$ cat src/rtl/jk_ff_bank_if.sv
// rtl/jk_ff_bank_if.sv - control/data bundle for the JK flip-flop bank
interface jk_ff_bank_if #(
   parameter int WIDTH = 8
);
   logic             en;
   logic [1:0]       mode;
   logic [WIDTH-1:0] bit_en;
   logic [WIDTH-1:0] j;
   logic [WIDTH-1:0] k;
   logic [WIDTH-1:0] d;
   logic [WIDTH-1:0] q;
   logic [WIDTH-1:0] qb;
   logic [WIDTH-1:0] changed;
   logic             wrap;

   modport master (
      output en, mode, bit_en, j, k, d,
      input  q, qb, changed, wrap
   );

   modport slave (
      input  en, mode, bit_en, j, k, d,
      output q, qb, changed, wrap
   );
endinterface

$ cat src/rtl/jk_ff_bank.sv
// rtl/jk_ff_bank.sv - bank of JK flip-flops with load and up/down count modes
module jk_ff_bank #(
   parameter int               WIDTH   = 8,
   parameter logic [WIDTH-1:0] RST_VAL = {WIDTH{1'b0}}
) (
   input  logic          clk,
   input  logic          rst,
   jk_ff_bank_if.slave   bus
);
   localparam logic [1:0] MODE_JK   = 2'b00;
   localparam logic [1:0] MODE_LOAD = 2'b01;

   logic [WIDTH-1:0] q_r;
   logic [WIDTH-1:0] changed_r;
   logic             wrap_r;

   logic [WIDTH-1:0] t;
   logic [WIDTH-1:0] jv;
   logic [WIDTH-1:0] kv;
   logic [WIDTH-1:0] q_next;
   logic             wrap_next;

   // Every mode is reduced to per-bit J/K terms feeding one JK next-state equation.
   always_comb begin
      t         = '0;
      jv        = '0;
      kv        = '0;
      wrap_next = 1'b0;
      t[0]      = 1'b1;
      for (int i = 1; i < WIDTH; i++) begin
         t[i] = t[i-1] & (bus.mode[0] ? ~q_r[i-1] : q_r[i-1]);
      end
      case (bus.mode)
         MODE_JK: begin
            jv = bus.j & bus.bit_en;
            kv = bus.k & bus.bit_en;
         end
         MODE_LOAD: begin
            jv = bus.d & bus.bit_en;
            kv = ~bus.d & bus.bit_en;
         end
         default: begin
            jv = t;
            kv = t;
            // A single-bit counter flags wrap on every count edge.
            wrap_next = (WIDTH == 1) ? 1'b1
                      : t[WIDTH-1] & (bus.mode[0] ? ~q_r[WIDTH-1] : q_r[WIDTH-1]);
         end
      endcase
      q_next = (jv & ~q_r) | (~kv & q_r);
   end

   always_ff @(posedge clk) begin
      if (!rst) begin
         q_r       <= RST_VAL;
         changed_r <= '0;
         wrap_r    <= 1'b0;
      end else if (!bus.en) begin
         changed_r <= '0;
         wrap_r    <= 1'b0;
      end else begin
         q_r       <= q_next;
         changed_r <= q_r ^ q_next;
         wrap_r    <= wrap_next;
      end
   end

   assign bus.q       = q_r;
   assign bus.qb      = ~q_r;
   assign bus.changed = changed_r;
   assign bus.wrap    = wrap_r;
endmodule

$ cat src/flat_wrapper.sv
// flat-port wrapper written by rule: the top's interface ports become plain ports
module jk_ff_bank_flat 
#(
   parameter int               WIDTH   = 8,
   parameter logic [WIDTH-1:0] RST_VAL = {WIDTH{1'b0}}
)
  (clk, rst, bus_en, bus_mode, bus_bit_en, bus_j, bus_k, bus_d, bus_q, bus_qb, bus_changed, bus_wrap);
  jk_ff_bank_if #(.WIDTH(WIDTH)) bus_i ();
  input  logic clk;
  input  logic rst;
  input wire logic [$bits(bus_i.en)-1:0] bus_en;
  input wire logic [$bits(bus_i.mode)-1:0] bus_mode;
  input wire logic [$bits(bus_i.bit_en)-1:0] bus_bit_en;
  input wire logic [$bits(bus_i.j)-1:0] bus_j;
  input wire logic [$bits(bus_i.k)-1:0] bus_k;
  input wire logic [$bits(bus_i.d)-1:0] bus_d;
  output wire logic [$bits(bus_i.q)-1:0] bus_q;
  output wire logic [$bits(bus_i.qb)-1:0] bus_qb;
  output wire logic [$bits(bus_i.changed)-1:0] bus_changed;
  output wire logic [$bits(bus_i.wrap)-1:0] bus_wrap;
  assign bus_i.en = bus_en;
  assign bus_i.mode = bus_mode;
  assign bus_i.bit_en = bus_bit_en;
  assign bus_i.j = bus_j;
  assign bus_i.k = bus_k;
  assign bus_i.d = bus_d;
  assign bus_q = bus_i.q;
  assign bus_qb = bus_i.qb;
  assign bus_changed = bus_i.changed;
  assign bus_wrap = bus_i.wrap;
  jk_ff_bank #(.WIDTH(WIDTH), .RST_VAL(RST_VAL)) u_core (.clk(clk), .rst(rst), .bus(bus_i));
endmodule
$ cat config.mk
export PLATFORM = sky130hd
export DESIGN_NAME = jk_ff_bank_flat
export DESIGN_NICKNAME = d
export VERILOG_FILES = /design/src/rtl/jk_ff_bank_if.sv /design/src/rtl/jk_ff_bank.sv /design/src/flat_wrapper.sv
export SDC_FILE = /design/constraint.sdc
export NUM_CORES = 1
export LEC_CHECK = 0
export CAP_MARGIN = 10
export CORE_MARGIN = 2
export CORE_UTILIZATION = 43
export DETAILED_ROUTE_END_ITERATION = 7
export GPL_TIMING_DRIVEN = 0
export HOLD_SLACK_MARGIN = 0.05
export PLACE_DENSITY_LB_ADDON = 0.08
export SYNTH_ARGS = -nofsm -noshare
export SYNTH_HDL_FRONTEND = slang
export SYNTH_SLANG_ARGS = --single-unit
$ cat constraint.sdc
create_clock -name clk -period 2.2 [get_ports clk]
set_input_delay 0.22 -clock clk [delete_from_list [all_inputs] [get_ports clk]]
set_output_delay 0.22 -clock clk [all_outputs]
set_load 0.02 [all_outputs]
* After elaboration in Yosys (flattened, before gate mapping)
Index checks and enable logic that the tools add are counted.
Word-level totals: register bits 17, bits of input ports 37, output and inout port bits 25, word-level logic and storage cells 45
Operators by class: equal/unequal tests 1, muxes and demuxes 10, bitwise operators 28, reductions and logical operators 3
Operators by type and width (count):
- $and A8 B8 Y8 | 6
- $pmux W8 S2 | 2
- $not A8 Y8 | 3
- $not A1 Y1 | 10
- $mux W1 | 8
- $or A8 B8 Y8 | 1
- $xor A8 B8 Y8 | 1
- $and A1 B1 Y1 | 7
- $reduce_or A4 Y1 | 1
- $eq A2 B1 Y1 const B | 1
- $logic_not A2 Y1 | 1
- $reduce_and A2 Y1 | 1

* Longest topological paths before layout
Gate-level depths: netlist of run 1.
depth in word-level cells 13, depth in mapped cells 7, gate-level depth less buffers 5

* Worst setup path after synthesis of run 1
Ideal clock, no wire load.
kind reg2reg, start register u_core.q_r[4], in the netlist u_core.bus.q[4], end register u_core.q_r[7], in the netlist u_core.bus.q[7], library setup time 0.127 ns, data arrival time 1.395 ns, required time 2.073 ns, setup slack 0.678 ns, stages on the path, launching flop included 7, path buffers 1, clock period less this slack 1.522 ns, cells stage by stage dfxtp_1 clkbuf_1 nor4b_1 a31oi_1 nand2b_1 a211oi_1 a211oi_1
Between the ends: word-level cells in the longest chain between the ends 9, elaborated cells on any way between the ends 11, classes of those cells mux: 3; bitwise: 8
RTL lines:
- start: declaration | RTL line jk_ff_bank.sv:13 | logic [WIDTH-1:0] q_r;
- start signal: assignment | RTL line jk_ff_bank.sv:62 | q_r <= q_next;
- $not A1 Y1 | RTL line jk_ff_bank.sv:31 | t[i] = t[i-1] & (bus.mode[0] ? ~q_r[i-1] : q_r[i-1]);
- $mux W1 (*) | RTL line jk_ff_bank.sv:31
- $and A1 B1 Y1 (*) (3 in a row) | RTL line jk_ff_bank.sv:31
- $pmux W8 S2 | RTL line jk_ff_bank.sv:33 | case (bus.mode)
- $not A8 Y8 | RTL line jk_ff_bank.sv:50 | q_next = (jv & ~q_r) | (~kv & q_r);
- $and A8 B8 Y8 | RTL line jk_ff_bank.sv:50
- $or A8 B8 Y8 (*) | RTL line jk_ff_bank.sv:50
Mark *: on every way between the ends. The rest lies on a longest branch, timed or not. A chain may end at the register's enable or synchronous reset.

* Final worst setup path of run 1
start register u_core.q_r[4], in the netlist u_core.bus.q[4], end output port bus_qb[4]
Between the ends: word-level cells in the longest chain between the ends 1
RTL lines:
- $not A8 Y8 | RTL line jk_ff_bank.sv:69 | assign bus.qb = ~q_r;
- end: declaration | RTL line flat_wrapper.sv:18 | output wire logic [$bits(bus_i.qb)-1:0] bus_qb;
Every way passes these cells.

==> flow_summary.toml, run 1 <==
[outcome]
status = "completed"

[floorplan]
start_util_pct = 44.37
ios = 62
die_area_um2 = 3235
die_h_um = 56.88
rows = 19
core_area_um2 = 2710
die_x_um = 56.88

[logic_synthesis]
synth_top_area_share_pct = 28.30
avgSynthCellArea_um2 = 7.859
synth_seq_cells = 17
ys.flop_type = "dfxtp_1"
ys_seq_area_share_pct = 28.30
ys_warn_count = 0
ys_async_sr_fraction_pct = 0
yosys.area.top_type = "dfxtp_1"
synthTopCellsByArea = "dfxtp_1 28%, mux2i_1 12%, inv_1 5.9%"
syn_area_um2 = 1202
synth_common_cells = "19 x inv_1, 17 x dfxtp_1, 14 x mux2i_1"
syn_nets = 190
synth_enable_flop_cells = 0
synth_most_common_cell = "inv_1"
yosys.cell_types.count = 40
syn_inst = 153

[clock_tree]
cts_setup_buffers = 0
cts_buffer_depth = 2
cts_root_buffer = "clkbuf_4"
cts_resized = 0
clkSinkCount = 17
h-tree-depth = 1
insertion_delay_ns = 0.32
cts.clk_slew.worst_paths_ns = 0.12
cts_hold_buf = 0
cts_buffers = 3
cts_tree = "built"

[placed_design]
pre_cts_slack_ns = 0.3313
place_congestion = 0.8819
dp_hpwl_um = 2828
numPortBuffers = 59

[critical_path]
path_delay_family = "buffers and inverters"
r2r_start = "u_core.bus.q[4]$_SDFFE_PN0P_"
slowest_delay_ns = 0.57
crit_buf_inv = 3
cp-end-kind = "output pin"
cp.depth = 3
critical_path_class = "register to output pin"
worstPathRequired_ns = 1.98
start_kind = "register"
reg2regPathDepth = 6
timing.rr.end = "u_core.bus.q[7]$_SDFFE_PN0P_"
critPathSlowestCell = "clkdlybuf4s50_1"
crit_end = "bus_qb[4]"
cp_cell_sequence = "clkbuf_1 -> inv_1 -> clkdlybuf4s50_1"
cp_max_fo = 9
crit_start = "u_core.bus.q[4]$_SDFFE_PN0P_"
cp.arrival_ns = 1.75
reg2reg_slack_ns = 0.56

[sta]
rsz0062_at_grt = "false"
period_needed_ns = 1.968
slew_viol_final = 0
layout_setup_ws_ns = 0.2324
worstMarginPinSlew_ns = 0.4513
final.setup.tns_ns = 0
finalHoldViolations = 0
relSlewSlack_pct = 69.91
max_freq_mhz = 508.2
fin_skew_ns = 0.01609
final-setup-viol-count = 0
period_share_pct = 89.44

[drt]
drtPass1Iterations = 4
num_vias = 1382
dr.first_iter.drc_count = 23
antenna_left = 0
routedWlPerCell_um = 15.16
vias_per_cell = 5.595
routed_wl_um = 3745
drcViolationCount = 0

[global_routing]
grt_use_total_pct = 24.45
grt_overflow = 0
grt_max_degree = 11
grt_pass1_wl_um = 6265
antenna_found_initial = 0
first_global_vias = 1392

[cells_and_area]
seqCellArea_um2 = 340.3
antenna_cells = 0
fill_cells = 248
multi_input_area_um2 = 748.2
synthToLayoutAreaGrowth_pct = 54.63
final_nets = 254
drive_gt1_share_pct = 6.944

[min_path]
hold_path_class = "input port to register"
hp-start = "rst"
hold_path_depth = 2

[pwr]
p_per_area_nw_per_um2 = 465.5
total_leakage_power_uw = 0.0007678
ir_drop_mv = 0.3965

[run]
drv_cap = 0
metrics by stage:
stage                     instance area (um^2)  utilization [%]  instances  power (uW)  hold slack (ns)
after floorplan                           1202                -        153       527.3           0.3996
after global placement                    1832            67.59        243       674.5           0.5243
after detailed placement                  1832            67.59        243       682.8           0.5370
after CTS                                 1859            68.61        247       861.6           0.3367
after global routing                      1859            68.61        247       903.1           0.3562
final                                     1859            68.61        247       865.5           0.3247
metal layers:
layer  share of wire (%)  up-vias  GRT usage, %  wire (um)
li1                    -      678             -          -
met3                 5.4        5         2.765        202
met1                  43      648         30.00       1607
met2                  50       51         44.01       1889
met5                   0        -             0          0
met4                 1.2        0         7.641         45
where the power goes:
part           total (uW)  switching, uW  internal [uW]
sequential            349           22.2            327
combinational         331            159            172
clock                 186            117           68.1
registers in the layout, summed over array words and instances, names as in the netlist:
register            flops
u_core.bus.changed      8
u_core.bus.wrap         1
u_core.bus.q            8
cell usage in the layout (no fill, tap or decap), drive strengths merged, types with 3 or more instances in the layout:
cell type,n
a211oi,6
a21oi,9
a31oi,4
buf,5
clkbuf,5
clkdlybuf4s50,59
dfxtp,17
inv,19
mux2,4
mux2i,14
nand2,11
nand3,4
nor2,13
nor2b,3
nor3,4
o21ai,12
logic make-up after synthesis:
logic type	after synthesis	share of synthesized area (%)
AOI/OAI and AO/OA	42	23.52
xor gates and xnor gates	3	2.186
buffers and inverters	26	9.469
DFF	17	28.30
muxes	18	15.40
and+or+nand+nor	47	21.13
how the worst min path moves through the flow:
stage                                             endpoint  slack (ns)
after CTS                     u_core.bus.q[4]$_SDFFE_PN0P_        0.34
after floorplan           u_core.bus.changed[0]$_SDFF_PN0_        0.40
after global routing          u_core.bus.q[4]$_SDFFE_PN0P_        0.36
final                         u_core.bus.q[4]$_SDFFE_PN0P_        0.32
after detailed placement  u_core.bus.changed[3]$_SDFF_PN0_        0.54
after global placement    u_core.bus.changed[3]$_SDFF_PN0_        0.52
area by class of cell:
| type | count | area share (%) |
|---|---|---|
| plain buffers | 7 | 2.288 |
| multi-input cells | 110 | 40.24 |
| clock buffers | 3 | 1.211 |
| clock inverters | 1 | 0.2692 |
| flip-flops and latches | 17 | 18.30 |
| inverters | 19 | 3.836 |
| well taps | 31 | 2.086 |
| repair buffers | 59 | 31.76 |
(Power assumes the default switching activity.)
==> run 2, diff against run 1 <==
--- a/config.mk
+++ b/config.mk
@@ -8,6 +8,7 @@
 export CAP_MARGIN = 10
 export CORE_MARGIN = 2
 export CORE_UTILIZATION = 43
+export CTS_CLUSTER_SIZE = 28
 export DETAILED_ROUTE_END_ITERATION = 7
 export GPL_TIMING_DRIVEN = 0
 export HOLD_SLACK_MARGIN = 0.05
==> results of run 2 <==
The final DEF is identical to that of run 1; final timing and power are the same.
